[config.mk]
export PLATFORM = sky130hd
export DESIGN_NAME = pll_lock_supervisor
export DESIGN_NICKNAME = d
export VERILOG_FILES = /design/src/rtl/pll_sup_pkg.sv /design/src/rtl/pll_sup_sync.sv /design/src/rtl/pll_lock_supervisor.sv
export SDC_FILE = /design/constraint.sdc
export NUM_CORES = 1
export LEC_CHECK = 0
export BUFFER_PORTS_ARGS = -buffer_cell sky130_fd_sc_hd__buf_4
export CORE_MARGIN = 2
export CORE_UTILIZATION = 45
export CTS_CLUSTER_SIZE = 10
export DETAILED_ROUTE_END_ITERATION = 8
export PLACE_DENSITY = 0.59
export SYNTH_ARGS = -nofsm -noshare
export SYNTH_HDL_FRONTEND = slang
export SYNTH_SLANG_ARGS = --single-unit
[constraint.sdc]
create_clock -name clkin -period 5.4 [get_ports clkin]
set_clock_uncertainty 0.1 [all_clocks]
set_input_delay 0 -clock clkin [delete_from_list [all_inputs] [get_ports clkin]]
set_output_delay 0 -clock clkin [all_outputs]
set_load 0.01 [all_outputs]
[src/rtl/pll_sup_pkg.sv]
// -----------------------------------------------------------------------------
// pll_sup_pkg
// Shared types and constants for the PLL lock supervisor.
//   state_e   : supervisor FSM encoding, also exported on state_o when the
//               PLL_LOCK_SUPERVISOR_STATS_EN build option is defined
//   STATE_W   : width of the state encoding
//   RELOCK_W  : width of the relock statistics counter
// -----------------------------------------------------------------------------
package pll_sup_pkg;

  localparam int STATE_W  = 3;
  localparam int RELOCK_W = 8;

  typedef enum logic [STATE_W-1:0] {
    PLLRST    = 3'd0,  // PLL held in reset for a fixed pulse
    WAIT_LOCK = 3'd1,  // waiting for the synchronised lock to go high
    STABLE    = 3'd2,  // lock high, debouncing
    RELEASE   = 3'd3,  // staggered release of the domain resets
    RUN       = 3'd4,  // all domains released
    FAIL      = 3'd5   // retries exhausted, terminal until rst_n
  } state_e;

  // Saturation ceiling of the relock counter.
  localparam logic [RELOCK_W-1:0] RELOCK_MAX = {RELOCK_W{1'b1}};

endpackage : pll_sup_pkg

[src/rtl/pll_sup_sync.sv]
// -----------------------------------------------------------------------------
// pll_sup_sync
// Plain multi-flop synchroniser for a single asynchronous level signal.
// The output is the input delayed by STAGES clk_i flops; every flop resets
// to 0, so a raw lock that is already high is still seen as low until it has
// propagated through the chain after reset release.
// Ports:
//   clk_i   in  1  destination clock
//   rst_ni  in  1  asynchronous active-low reset
//   d_i     in  1  asynchronous input
//   q_o     out 1  synchronised output
// -----------------------------------------------------------------------------
module pll_sup_sync #(
  parameter int STAGES = 2
) (
  input  logic clk_i,
  input  logic rst_ni,
  input  logic d_i,
  output logic q_o
);

  logic [STAGES-1:0] sync_q;
  logic [STAGES-1:0] sync_d;

  // Bit 0 captures the raw input, the MSB is the synchronised output.
  assign sync_d = {sync_q[STAGES-2:0], d_i};

  always_ff @(posedge clk_i or negedge rst_ni) begin
    if (!rst_ni) begin
      sync_q <= '0;
    end else begin
      sync_q <= sync_d;
    end
  end

  assign q_o = sync_q[STAGES-1];

endmodule : pll_sup_sync

[src/rtl/pll_lock_supervisor.sv]
// -----------------------------------------------------------------------------
// pll_lock_supervisor
// Supervises a PLLA instance from the reference clock domain: pulses the PLL
// reset, debounces LOCK, enforces a lock timeout with a bounded number of
// retries, and releases N downstream domain resets in a fixed staggered order.
// Any loss of lock after release re-asserts every domain reset at once and
// restarts the whole sequence.
//
// Ports:
//   clkin       in  1          reference clock
//   rst_n       in  1          asynchronous active-low reset
//   pll_lock    in  1          raw PLL LOCK, asynchronous to clkin
//   pll_reset   out 1          PLL RESET, active high
//   dom_rst_n   out N_DOMAINS  per-domain resets, active low (clkin domain)
//   ready       out 1          all domains released and lock stable
//   fail        out 1          lock attempts exhausted
//   relock_cnt  out 8          (PLL_LOCK_SUPERVISOR_STATS_EN only) lock-loss
//                              events after release, saturating
//   state_o     out 3          (PLL_LOCK_SUPERVISOR_STATS_EN only) FSM state
//
// Build option: define PLL_LOCK_SUPERVISOR_STATS_EN to add the statistics
// ports and the relock counter. Without it behaviour is otherwise identical.
//
// Handshake note: there is no valid/ready transfer here. pll_lock is a level
// that is only trusted after synchronisation; ready is a level that stays
// high for as long as the supervisor is in RUN.
// -----------------------------------------------------------------------------
module pll_lock_supervisor
  import pll_sup_pkg::*;
#(
  parameter int N_DOMAINS        = 3,
  parameter int SYNC_STAGES      = 2,
  parameter int PLL_RST_CYC      = 64,
  parameter int LOCK_STABLE_CYC  = 1024,
  parameter int LOCK_TIMEOUT_CYC = 500000,
  parameter int STAGGER_CYC      = 16,
  parameter int MAX_RETRY        = 4
) (
  input  logic                 clkin,
  input  logic                 rst_n,
  input  logic                 pll_lock,
  output logic                 pll_reset,
  output logic [N_DOMAINS-1:0] dom_rst_n,
  output logic                 ready,
  output logic                 fail
`ifdef PLL_LOCK_SUPERVISOR_STATS_EN
  ,
  output logic [RELOCK_W-1:0]  relock_cnt,
  output logic [STATE_W-1:0]   state_o
`endif
);

  // ---------------------------------------------------------------------------
  // Counter widths and terminal values. Each counter can represent its
  // parameter value, so saturation never needs a wrap.
  // ---------------------------------------------------------------------------
  localparam int REL_CYC = STAGGER_CYC * N_DOMAINS;
  localparam int RST_W   = $clog2(PLL_RST_CYC + 1);
  localparam int STB_W   = $clog2(LOCK_STABLE_CYC + 1);
  localparam int TMO_W   = $clog2(LOCK_TIMEOUT_CYC + 1);
  localparam int REL_W   = $clog2(REL_CYC + 1);
  localparam int RTY_W   = $clog2(MAX_RETRY + 1);

  localparam logic [RST_W-1:0] RST_LAST = RST_W'(PLL_RST_CYC - 1);
  localparam logic [STB_W-1:0] STB_DONE = STB_W'(LOCK_STABLE_CYC);
  localparam logic [TMO_W-1:0] TMO_LAST = TMO_W'(LOCK_TIMEOUT_CYC - 1);
  localparam logic [TMO_W-1:0] TMO_SAT  = TMO_W'(LOCK_TIMEOUT_CYC);
  localparam logic [REL_W-1:0] REL_DONE = REL_W'(REL_CYC);
  localparam logic [RTY_W-1:0] RTY_MAX  = RTY_W'(MAX_RETRY);

  // ---------------------------------------------------------------------------
  // Lock synchroniser: every decision below uses lock_s only.
  // ---------------------------------------------------------------------------
  logic lock_s;

  pll_sup_sync #(
    .STAGES (SYNC_STAGES)
  ) u_lock_sync (
    .clk_i  (clkin),
    .rst_ni (rst_n),
    .d_i    (pll_lock),
    .q_o    (lock_s)
  );

  // ---------------------------------------------------------------------------
  // State and registered outputs
  // ---------------------------------------------------------------------------
  state_e               state_q,     state_d;
  logic [RST_W-1:0]     rst_cnt_q,   rst_cnt_d;
  logic [STB_W-1:0]     stb_cnt_q,   stb_cnt_d;
  logic [TMO_W-1:0]     tmo_cnt_q,   tmo_cnt_d;
  logic [REL_W-1:0]     rel_cnt_q,   rel_cnt_d;
  logic [RTY_W-1:0]     rty_cnt_q,   rty_cnt_d;
  logic                 pll_reset_q, pll_reset_d;
  logic [N_DOMAINS-1:0] dom_q,       dom_d;
  logic                 ready_q,     ready_d;
  logic                 fail_q,      fail_d;

  // Saturating increments of the free-running counters.
  logic [STB_W-1:0] stb_inc;
  logic [TMO_W-1:0] tmo_inc;
  logic [REL_W-1:0] rel_inc;
  logic [RTY_W-1:0] rty_inc;

  // Lock dropped after the domains started coming out of reset.
  logic lock_loss;

  always_ff @(posedge clkin or negedge rst_n) begin
    if (!rst_n) begin
      state_q     <= PLLRST;
      rst_cnt_q   <= '0;
      stb_cnt_q   <= '0;
      tmo_cnt_q   <= '0;
      rel_cnt_q   <= '0;
      rty_cnt_q   <= '0;
      pll_reset_q <= 1'b1;
      dom_q       <= '0;
      ready_q     <= 1'b0;
      fail_q      <= 1'b0;
    end else begin
      state_q     <= state_d;
      rst_cnt_q   <= rst_cnt_d;
      stb_cnt_q   <= stb_cnt_d;
      tmo_cnt_q   <= tmo_cnt_d;
      rel_cnt_q   <= rel_cnt_d;
      rty_cnt_q   <= rty_cnt_d;
      pll_reset_q <= pll_reset_d;
      dom_q       <= dom_d;
      ready_q     <= ready_d;
      fail_q      <= fail_d;
    end
  end

  // ---------------------------------------------------------------------------
  // Next-state and output logic
  // ---------------------------------------------------------------------------
  always_comb begin
    state_d     = state_q;
    rst_cnt_d   = rst_cnt_q;
    stb_cnt_d   = stb_cnt_q;
    tmo_cnt_d   = tmo_cnt_q;
    rel_cnt_d   = rel_cnt_q;
    rty_cnt_d   = rty_cnt_q;
    pll_reset_d = pll_reset_q;
    dom_d       = dom_q;
    ready_d     = ready_q;
    fail_d      = fail_q;
    lock_loss   = 1'b0;

    stb_inc = (stb_cnt_q == STB_DONE) ? stb_cnt_q : stb_cnt_q + 1'b1;
    tmo_inc = (tmo_cnt_q == TMO_SAT)  ? tmo_cnt_q : tmo_cnt_q + 1'b1;
    rel_inc = (rel_cnt_q == REL_DONE) ? rel_cnt_q : rel_cnt_q + 1'b1;
    rty_inc = (rty_cnt_q == RTY_MAX)  ? rty_cnt_q : rty_cnt_q + 1'b1;

    case (state_q)
      PLLRST: begin
        pll_reset_d = 1'b1;
        dom_d       = '0;
        ready_d     = 1'b0;
        if (rst_cnt_q == RST_LAST) begin
          // Pulse complete: release the PLL and start the lock timeout on
          // the same edge.
          state_d     = WAIT_LOCK;
          pll_reset_d = 1'b0;
          rst_cnt_d   = '0;
          tmo_cnt_d   = '0;
        end else begin
          rst_cnt_d = rst_cnt_q + 1'b1;
        end
      end

      WAIT_LOCK, STABLE: begin
        // The timeout spans both states so a flapping lock cannot keep the
        // supervisor waiting forever; it also outranks a debounce completion
        // landing on the same cycle.
        tmo_cnt_d = tmo_inc;
        if (tmo_cnt_q == TMO_LAST) begin
          rty_cnt_d   = rty_inc;
          pll_reset_d = 1'b1;
          rst_cnt_d   = '0;
          stb_cnt_d   = '0;
          if (rty_inc == RTY_MAX) begin
            state_d = FAIL;
            fail_d  = 1'b1;
          end else begin
            state_d = PLLRST;
          end
        end else if (state_q == WAIT_LOCK) begin
          if (lock_s) begin
            state_d   = STABLE;
            stb_cnt_d = '0;
          end
        end else if (!lock_s) begin
          // Glitch: restart the debounce, keep the timeout running.
          state_d   = WAIT_LOCK;
          stb_cnt_d = '0;
        end else begin
          stb_cnt_d = stb_inc;
          if (stb_inc == STB_DONE) begin
            state_d   = RELEASE;
            rel_cnt_d = '0;
          end
        end
      end

      RELEASE: begin
        if (!lock_s) begin
          lock_loss = 1'b1;
        end else begin
          rel_cnt_d = rel_inc;
          // Bits only ever set here, so release order is strictly 0..N-1.
          for (int i = 0; i < N_DOMAINS; i++) begin
            if (rel_inc == REL_W'(STAGGER_CYC * (i + 1))) begin
              dom_d[i] = 1'b1;
            end
          end
          if (rel_inc == REL_DONE) begin
            state_d   = RUN;
            ready_d   = 1'b1;
            rty_cnt_d = '0;
          end
        end
      end

      RUN: begin
        if (!lock_s) begin
          lock_loss = 1'b1;
        end
      end

      FAIL: begin
        pll_reset_d = 1'b1;
        dom_d       = '0;
        ready_d     = 1'b0;
        fail_d      = 1'b1;
      end

      default: begin
        state_d     = PLLRST;
        rst_cnt_d   = '0;
        pll_reset_d = 1'b1;
        dom_d       = '0;
        ready_d     = 1'b0;
      end
    endcase

    // All domains drop together on the edge after the loss is seen, which
    // is what keeps already-released domains from deasserting out of order.
    if (lock_loss) begin
      state_d     = PLLRST;
      rst_cnt_d   = '0;
      pll_reset_d = 1'b1;
      dom_d       = '0;
      ready_d     = 1'b0;
    end
  end

  assign pll_reset = pll_reset_q;
  assign dom_rst_n = dom_q;
  assign ready     = ready_q;
  assign fail      = fail_q;

`ifdef PLL_LOCK_SUPERVISOR_STATS_EN
  // ---------------------------------------------------------------------------
  // Relock statistics: counts lock losses after release, cleared only by rst_n.
  // ---------------------------------------------------------------------------
  logic [RELOCK_W-1:0] relock_q, relock_d;

  always_comb begin
    relock_d = relock_q;
    if (lock_loss && (relock_q != RELOCK_MAX)) begin
      relock_d = relock_q + 1'b1;
    end
  end

  always_ff @(posedge clkin or negedge rst_n) begin
    if (!rst_n) begin
      relock_q <= '0;
    end else begin
      relock_q <= relock_d;
    end
  end

  assign relock_cnt = relock_q;
  assign state_o    = state_q;
`endif

endmodule : pll_lock_supervisor

==> Yosys cells after proc, flatten, opt, wreduce, memory -nomap -nowiden <==
Cells that the tools add are included.
{ "word_totals": {"regBits": 57, "input_bits": 3, "out_inout_bits": 6, "word_cells": 130} }
{ "op_classes": {"n_addsub": 5, "n_eq_ne": 39, "muxes": 53, "n_reduce_logical": 20} }
{ "ops": {"columns": ["cell", "n"], "rows": [
  ["$mux W11", 5],
  ["$mux W3", 16],
  ["$eq A19 B19 Y1 const B", 2],
  ["$mux W19", 2],
  ["$pmux W19 S2", 1],
  ["$mux W6", 6],
  ["$eq A11 B11 Y1 const B", 2],
  ["$mux W7", 3],
  ["$pmux W7 S3", 1],
  ["$add A19 B1 Y19 const B", 1],
  ["$eq A6 B6 Y1 const B", 3],
  ["$ne A2 B2 Y1 const B", 8],
  ["$ne A3 B3 Y1 const B", 5],
  ["$reduce_and A3 Y1", 5],
  ["$eq A3 B3 Y1 const B", 4],
  ["$mux W1", 12],
  ["$ne A2 B1 Y1 const B", 6],
  ["$pmux W3 S2", 2],
  ["$pmux W3 S4", 1],
  ["$pmux W6 S2", 1],
  ["$reduce_and A6 Y1", 2],
  ["$add A11 B1 Y11 const B", 1],
  ["$add A7 B1 Y7 const B", 1],
  ["$eq A7 B6 Y1 const B", 1],
  ["16 further kinds", 26]
]} }

==> Logic depth before layout (Yosys ltp) <==
Gate-level depths: netlist of the first run.
{ "logic_depth": {"word_depth": 9, "depth_mapped": 10, "mapped_depth_nobuf": 9} }

==> By module <==
From an unflattened synthesis of the first run, not the netlist that was laid out.
{ "hier_totals": {"cells_unflattened": 379, "hier_area_um2": 3428.3} }
{ "by_module_without_submodules": {"columns": ["mod", "instances", "cells_per_inst", "area_per_inst_um2", "seq_area_each_um2"], "rows": [
  ["pll_lock_supervisor", 1, 377, 3378.2, 1352.5],
  ["pll_sup_sync", 1, 2, 50.0, 50.0]
]} }

==> Worst setup path after synthesis of the first run <==
No wires, ideal clock.
{ "synth_path": {"path_type": "register to register", "from": "register stb_cnt_q[3]", "to": "register rel_cnt_q[5]", "setup_time_ns": 0.125, "t_arrival_ns": 2.032, "t_required_ns": 5.175, "slack_ns": 3.143, "stages_incl_launch_ff": 9, "n_path_buf": 1, "synth_period_minus_slack_ns": 2.257, "path_cell_list": "dfrtp_1 -> buf_6 -> nor4_4 -> nand4b_2 -> xnor2_1 -> nor4_2 -> nor4b_4 -> o21ai_2 -> mux2_4"} }
{ "synth_via": {"elab_chain_cells": 5, "elab_cells_between_ends": 6, "classes_between": "add/sub: 1; eq/ne: 3; mux: 1; reduce/logical: 1"} }
{ "synth_rtl": {"columns": ["element", "line", "text"], "rows": [
  ["start, declared", "pll_lock_supervisor.sv:90", "logic [STB_W-1:0] stb_cnt_q, stb_cnt_d;"],
  ["start signal, assigned", "pll_lock_supervisor.sv:123", "stb_cnt_q <= stb_cnt_d;"],
  ["$add A11 B1 Y11 / $eq A11 B11 Y1 (equally long branches)", "pll_lock_supervisor.sv:150", "stb_inc = (stb_cnt_q == STB_DONE) ? stb_cnt_q : stb_cnt_q + 1'b1;"],
  ["$mux W11 *", "pll_lock_supervisor.sv:150", null],
  ["$eq A11 B11 Y1 *", "pll_lock_supervisor.sv:199", "if (stb_inc == STB_DONE) begin"],
  ["$ne A2 B2 Y1 (no source line) *", null, null],
  ["$reduce_and A6 Y1 (no source line) *", null, null],
  ["end signal, assigned", "pll_lock_supervisor.sv:125", "rel_cnt_q <= rel_cnt_d;"],
  ["end, declared", "pll_lock_supervisor.sv:92", "logic [REL_W-1:0] rel_cnt_q, rel_cnt_d;"]
]} }
Every way passes the cells marked *; elsewhere a longest branch is shown, timed or not.
A chain may end at the register's enable or synchronous reset.

==> Worst setup path after layout of the first run <==
{ "layout_path": {"from": "register state_q[1]", "to": "register state_q[1]"} }
{ "layout_via": {"elab_chain_cells": 5, "elab_cells_between_ends": 21, "classes_between": "eq/ne: 11; mux: 5; reduce/logical: 5"} }
{ "layout_rtl": {"columns": ["element", "line", "text"], "rows": [
  ["start, declared", "pll_lock_supervisor.sv:88", "state_e state_q, state_d;"],
  ["start signal, assigned", "pll_lock_supervisor.sv:121", "state_q <= state_d;"],
  ["$eq A3 B3 Y1, or another cell as far along", "pll_lock_supervisor.sv:155", "case (state_q)"],
  ["$reduce_or A2 Y1 (no source line) / $mux W3 (equally long branches)", null, null],
  ["$mux W1 / $mux W3 (equally long branches)", null, null],
  ["$ne A6 B6 Y1 (no source line), or another cell as far along", null, null],
  ["$reduce_and A6 Y1 (no source line) / $mux W3 (equally long branches)", null, null]
]} }
Several ways; a longest one is shown, not always the timed one.

==> metrics.txt, run 1 <==
grt total ovfl 0; most common cell in the netlist dfrtp_1; Critical Path Start Type flip-flop; leakage dissipation 1.524 nW; Worst setup EP type flip-flop; CP cell instances nor2b_1 > nand3_1 > o21bai_1 > mux2_1; RR Endpoint state_q[1]$_DFFE_PN0P_; fin crit period 2.691 ns; fillcell total 681; Routed wire per std cell 14.46 um; initial antenna violation count 0; HPWL Detailed 4879 um; Clock Pin Slew Worst Setup and Hold Paths 0.10 ns; via count 2740; IO Pins 9; RSZ-0062 raised after global routing no; Placement Cell Area 3557 um^2; core box area 7331 um^2; Num Clock Sinks 56; #FFs+latches synth 56; largest net degree at the start of global routing 57; kind of critical path flip-flop to flip-flop; Fin. Hold Viols 0; share of layout cells above drive strength 1 8.549%; synthesized cell area 3455 um^2; Final Setup Violations 0; first-pass GRT wire length 12250 um; Main synth FF type dfrtp_1; synthesized instance count 384; critical path's slowest cell dfrtp_1; Tcrit/Tclk final 49.84%; Clock Tree Root clkbuf_8; placer congestion estimate 0.8201; Synth warnings 0; FF-to-FF path depth 4; CP max stage delay 0.67 ns; TritonCTS Buffers 5; die area 8393 um^2; Peak VDD IR 107.4 uV; row count 31; critical path buffer and inverter count 0; Seq. cell area 1403 um^2; port bufs 8; Tot Pwr 0.7100 mW; drt drc 0; Core Util, Final 50.26%; WP data required 5.51 ns; Mapped Nets 396; H-tree Lvls 2; Post-synth EDFFs 0; worst-margin pin slew 0.6988 ns; worst hold-check path type input port to asynchronous set/reset pin; vias per cell 5.649; Synth cell types 66; outcome finished, final reports clean; post-CTS sizing 0; GR Util All Layers 17.77%; # Max-Cap Violations 0; TritonRoute pass-1 iters 4; Top Family by Delay on Critical Path simple AND/OR/NAND/NOR gates; worst relative slew slack 53.06%; fin area 3685 um^2; layout overhead on the synthesized area 6.664%; Layout Nets 397; Max Freq 371.5 MHz; Worst EP arrival 2.80 ns; antenna fix cells 0; DIE WIDTH 91.62 um; dpl ws 2.720 ns; synth top area cells dfrtp_1, nor2_1, xor2_1, nand2_1, ha_1; Reg2Reg Setup Slack 2.71 ns; max-slew violation count 0; setup TNS 0 ns; worst flop-to-flop path startpoint state_q[1]$_DFFE_PN0P_; setup ws final 2.709 ns; WL final 7011 um; CTS tree done; Power per Cell Area 192.7 nW/um^2; number of global-route vias before repair 2519; area of the multi-input gates 1914 um^2; Clock Latency Late Sink 0.32 ns; Synth async-reset ratio 100.0%; Yosys top cell by area dfrtp_1; Die Span Y 91.62 um; initial core utilization 47.12%; Max Buffers Root-to-Sink 2; Synth top cells by count dfrtp_1, nor2_1, nand2_1; top cell type's share of synthesized area 39.84%; Worst Path Max Fanout 18; register area share after synthesis 40.60%; DRT antenna net count 0; Avg Inst Size Synth 8.996 um^2; DR iter-0 viols 195
-- worst max-delay path by stage --
| stage | start | slack, ns | cells past startpoint | to |
|---|---|---|---|---|
| after floorplan | stb_cnt_q[3]$_DFFE_PN0P_ | 3.14 | 8 | rel_cnt_q[5]$_DFFE_PN0P_ |
| after global placement | stb_cnt_q[4]$_DFFE_PN0P_ | 2.76 | 7 | rel_cnt_q[5]$_DFFE_PN0P_ |
| after detailed placement | state_q[1]$_DFFE_PN0P_ | 2.72 | 4 | state_q[1]$_DFFE_PN0P_ |
| after CTS | state_q[1]$_DFFE_PN0P_ | 2.70 | 4 | state_q[1]$_DFFE_PN0P_ |
| after global routing | state_q[1]$_DFFE_PN0P_ | 2.48 | 4 | state_q[1]$_DFFE_PN0P_ |
| final | state_q[1]$_DFFE_PN0P_ | 2.71 | 4 | state_q[1]$_DFFE_PN0P_ |
-- worst reg2reg max path: cells and delay by family, from the launching register on --
family          cells  cell delay [ns]
mux                 1             0.34
flops               1             0.67
simple gates        2             1.10
compound gates      1             0.38
-- metrics by stage --
| stage | instances | hold slack, ns |
|---|---|---|
| finish | 485 | 0.1600 |
| global route | 485 | 0.2251 |
| CTS | 485 | 0.1961 |
| detailed placement | 475 | 0.003206 |
| global placement | 475 | 0.001862 |
| floorplan | 384 | -0.3956 |
-- repair_timing --
action / in CTS / in global routing
buffers inserted: 0 / 0
hold buffers: 2 / 0
setup endpoints to repair: 0 / 0
endpoints found under the hold margin: 56 / 0
-- flip-flops by register name (all words and copies together) (netlist names) --
register / cells
tmo_cnt_q: 19
pll_reset: 1
state_q: 3
rty_cnt_q: 3
fail: 1
stb_cnt_q: 11
rel_cnt_q: 6
u_lock_sync.sync_q: 2
ready: 1
dom_rst_n: 2
rst_cnt_q: 7
-- kinds of logic after synthesis --
logic type               after synthesis  synth area share [%]
AND/OR/NAND/NOR                      164                 25.79
AO/OA/AOI/OAI                         95                 18.44
flip-flops                            56                 40.60
buffers and inverters                 30                 3.984
XOR/XNOR                              27                 6.845
adder cells (fa/ha/maj)                9                 3.260
multiplexers                           3                 1.086
-- power by group --
part,switching (mW),internal (mW),total (mW)
clock network,0.140,0.138,0.278
registers,0.00125,0.420,0.421
logic,0.00836,0.00217,0.0105
total,0.150,0.560,0.710
-- layout make-up --
| class | instances | area share (%) |
|---|---|---|
| clock buffer | 6 | 1.969 |
| multi-input combinational | 298 | 51.95 |
| inverter | 13 | 1.324 |
| clock inverter | 2 | 0.9508 |
| tap | 99 | 3.362 |
| timing repair buffer | 11 | 2.377 |
| sequential | 56 | 38.06 |
-- per-layer routing --
layer,track usage [%],vias up,part of all wire (%)
met4,3.409,0,0.84
met2,26.53,39,43
met3,3.698,7,3.2
li1,-,1380,-
met1,26.74,1314,53
met5,0,-,0
-- placed cells by master (no fill, tap or decap), drive strengths merged, types with 2 or more instances in the layout --
cell type    Yosys  routed
dfrtp           55      55
nor2            46      46
nand2           35      35
o21ai           33      33
nand3           23      23
a21oi           18      18
xor2            17      17
inv             13      13
nor3            13      13
xnor2           10      10
ha               9       9
buf              6       9
and3             7       7
clkbuf          11       6
nor4b            6       6
nor2b            5       5
nand4            5       5
o2bb2ai          5       5
o31ai            5       5
and2             4       4
o21a             4       4
nand2b           4       4
a21o             4       4
nor4             4       4
a22o             3       3
or3              3       3
a31oi            3       3
a31o             3       3
mux2             3       3
a22oi            2       2
nor3b            2       2
a41oi            2       2
o41ai            2       2
dlygate4sd3      0       2
No activity file was read; power rests on OpenSTA's default activity.
==> run 2, diff against run 1 <==
==> constraint.sdc (replaced) <==
create_clock -name clkin -period 2.5 [get_ports clkin]
set_clock_uncertainty 0.1 [all_clocks]
set_input_delay 0 -clock clkin [delete_from_list [all_inputs] [get_ports clkin]]
set_output_delay 0 -clock clkin [all_outputs]
set_load 0.01 [all_outputs]
==> run 2 against run 1 <==
Net effect:
- first-iteration DRC count decreased by 22%
- worst setup slack worse by 2.7 ns
- global-route usage increased by 1.2 points
- maximum frequency up 8.5%
- final cell count rose by 6.6%
- wire length increased by 7.9%
- sequential share of layout area down 2.8 points
- critical path type unchanged
- critical endpoint is now rel_cnt_q[2]$_DFFE_PN0P_
==> metrics.txt, run 2 (synthesis results as in run 1) <==
core box area 7331 um^2 (unchanged); Tot Pwr 1.555 mW (+120%); Die Span Y 91.62 um (unchanged); share of layout cells above drive strength 1 17.46% (+8.9 points); RSZ-0062 raised after global routing yes; initial core utilization 47.12% (unchanged); most common cell after layout, fill and taps aside dfrtp_1; max-slew violation count 0 (unchanged); worst flop-to-flop path startpoint stb_cnt_q[7]$_DFFE_PN0P_; Reg2Reg Setup Slack 0.02 ns (-2.69 ns); Worst Path Max Fanout 4 (-14); Max Buffers Root-to-Sink 2 (unchanged); WHS 0.1710 ns (+0.01102 ns); Clock Tree Root clkbuf_8; Worst path depth 8 (+4); Clock Pin Slew Worst Setup and Hold Paths 0.11 ns (about the same); most flop-heavy register tmo_cnt_q; vias per cell 5.489 (-2.8%); CP max stage delay 0.44 ns (-0.23 ns); Peak VDD IR 240.9 uV (+120%); FF-to-FF path depth 8 (+4); Core Util, Final 54.39% (+4.1 points); CTS tree done; Layout Nets 429 (+8.1%); largest registers tmo_cnt_q (19), stb_cnt_q (11), rst_cnt_q (7); HPWL Detailed 5305 um (+8.7%); Fin. Hold Viols 0 (unchanged); row count 31 (unchanged); worst relative slew slack 52.23% (-0.83 points); Critical Path Start Type flip-flop; DIE WIDTH 91.62 um (unchanged); max reg flops 19 (unchanged); worst hold-check path type input port to asynchronous set/reset pin; placer congestion estimate 0.8259 (+0.71%); IO Pins 9 (unchanged); port bufs 8 (unchanged); kind of critical path flip-flop to flip-flop; Top Family by Delay on Critical Path simple AND/OR/NAND/NOR gates; Worst EP arrival 2.59 ns (-0.21 ns); Critical Path End rel_cnt_q[2]$_DFFE_PN0P_; Worst setup EP type flip-flop; drt drc 0 (unchanged); crit path from stb_cnt_q[7]$_DFFE_PN0P_; critical path buffer and inverter count 1 (+1); layout overhead on the synthesized area 15.43%; setup TNS 0 ns (unchanged); number of global-route vias before repair 2771 (+10%); DR iter-0 viols 153 (-22%); fin crit period 2.482 ns (-0.2099 ns); leakage dissipation 1.710 nW (+12%); Clock Latency Late Sink 0.32 ns (about the same); Max Freq 403.0 MHz (+8.5%); first-pass GRT wire length 13190 um (+7.7%); Most common cell on crit path nor4b_4; WP data required 2.61 ns (-2.90 ns); critical path's slowest cell dfrtp_1; most frequent cells in the layout dfrtp_1, nor2_1, buf_4; Routed wire per std cell 14.64 um (+1.3%); initial antenna violation count 0 (unchanged); TritonCTS Buffers 5 (unchanged); worst-margin pin slew 0.7166 ns (+0.01785 ns); grt total ovfl 0 (unchanged); outcome finished, final reports clean; CP cell instances nor4b_4 > nand4b_4 > xnor2_1 > nor4_2 > nor4b_4 > buf_4 > o221ai_1 > a22o_1; H-tree Lvls 2 (unchanged); # Max-Cap Violations 0 (unchanged); WL final 7568 um (+7.9%); antenna fix cells 0 (unchanged); via count 2838 (+3.6%); Tcrit/Tclk final 99.26% (+49 points); TritonRoute pass-1 iters 4 (unchanged); largest net degree at the start of global routing 57 (unchanged); die area 8393 um^2 (unchanged); Final Setup Violations 0 (unchanged); GR Util All Layers 19.01% (+1.2 points); DRT antenna net count 0 (unchanged); RR Endpoint rel_cnt_q[2]$_DFFE_PN0P_; Power per Cell Area 390.0 nW/um^2 (+100%); Num Clock Sinks 56 (unchanged)
[run 2: timing repair]
item,in CTS,in global routing
setup buffers,0,2
resized for setup,0,11
hold buffers,2,0
hold endpoints to repair,56,0
setup endpoints to repair,0,25
[run 2: layout make-up]
type	count	area, um^2
Sequential cell	56	1405
Clock buffer	6	72.57
Fill cell	681	3343
Timing Repair Buffer	43	327.8
Multi-Input combinational cell	298	1971
Tap cell	99	123.9
Clock inverter	2	38.79
Inverter	13	48.80
[run 2: metrics by stage]
step	cell area (um^2)	worst slack, ns	cells
final	3988	0.01849	517
after global routing	3988	-0.1673	517
after CTS	3914	0.008442	515
after detailed placement	3782	0.07952	505
after global placement	3782	0.07310	505
after floorplan	3455	0.2427	384
[run 2: how the worst min path moves through the flow]
stage	slack, ns	endpoint
after floorplan	-0.40	dom_rst_n[0]$_DFFE_PN0P_
after global placement	0.002	rel_cnt_q[5]$_DFFE_PN0P_
after detailed placement	0.005	rel_cnt_q[5]$_DFFE_PN0P_
after CTS	0.21	rel_cnt_q[5]$_DFFE_PN0P_
after global routing	0.23	u_lock_sync.sync_q[0]$_DFF_PN0_
final	0.17	rel_cnt_q[5]$_DFFE_PN0P_
[run 2: where the power goes]
group	switching, mW	internal, mW	total (mW)
clock	0.319	0.304	0.622
sequential	0.00281	0.907	0.910
combinational	0.0187	0.00471	0.0234
[run 2: metal layers]
| metal | part of all wire, % | global-route usage (%) | up-vias |
|---|---|---|---|
| met3 | 2.9 | 3.040 | 9 |
| met5 | 0 | 0 | - |
| met1 | 51 | 27.94 | 1350 |
| met2 | 45 | 29.23 | 38 |
| met4 | 1.0 | 4.798 | 0 |
| li1 | - | - | 1441 |
[run 2: worst reg2reg max path: stages, from the launching register on]
cell and delay, ns:
dfrtp_1 0.44, nor4b_4 0.35, nand4b_4 0.16, xnor2_1 0.16, nor4_2 0.33, nor4b_4 0.35, buf_4 0.18, o221ai_1 0.12
a22o_1 0.20
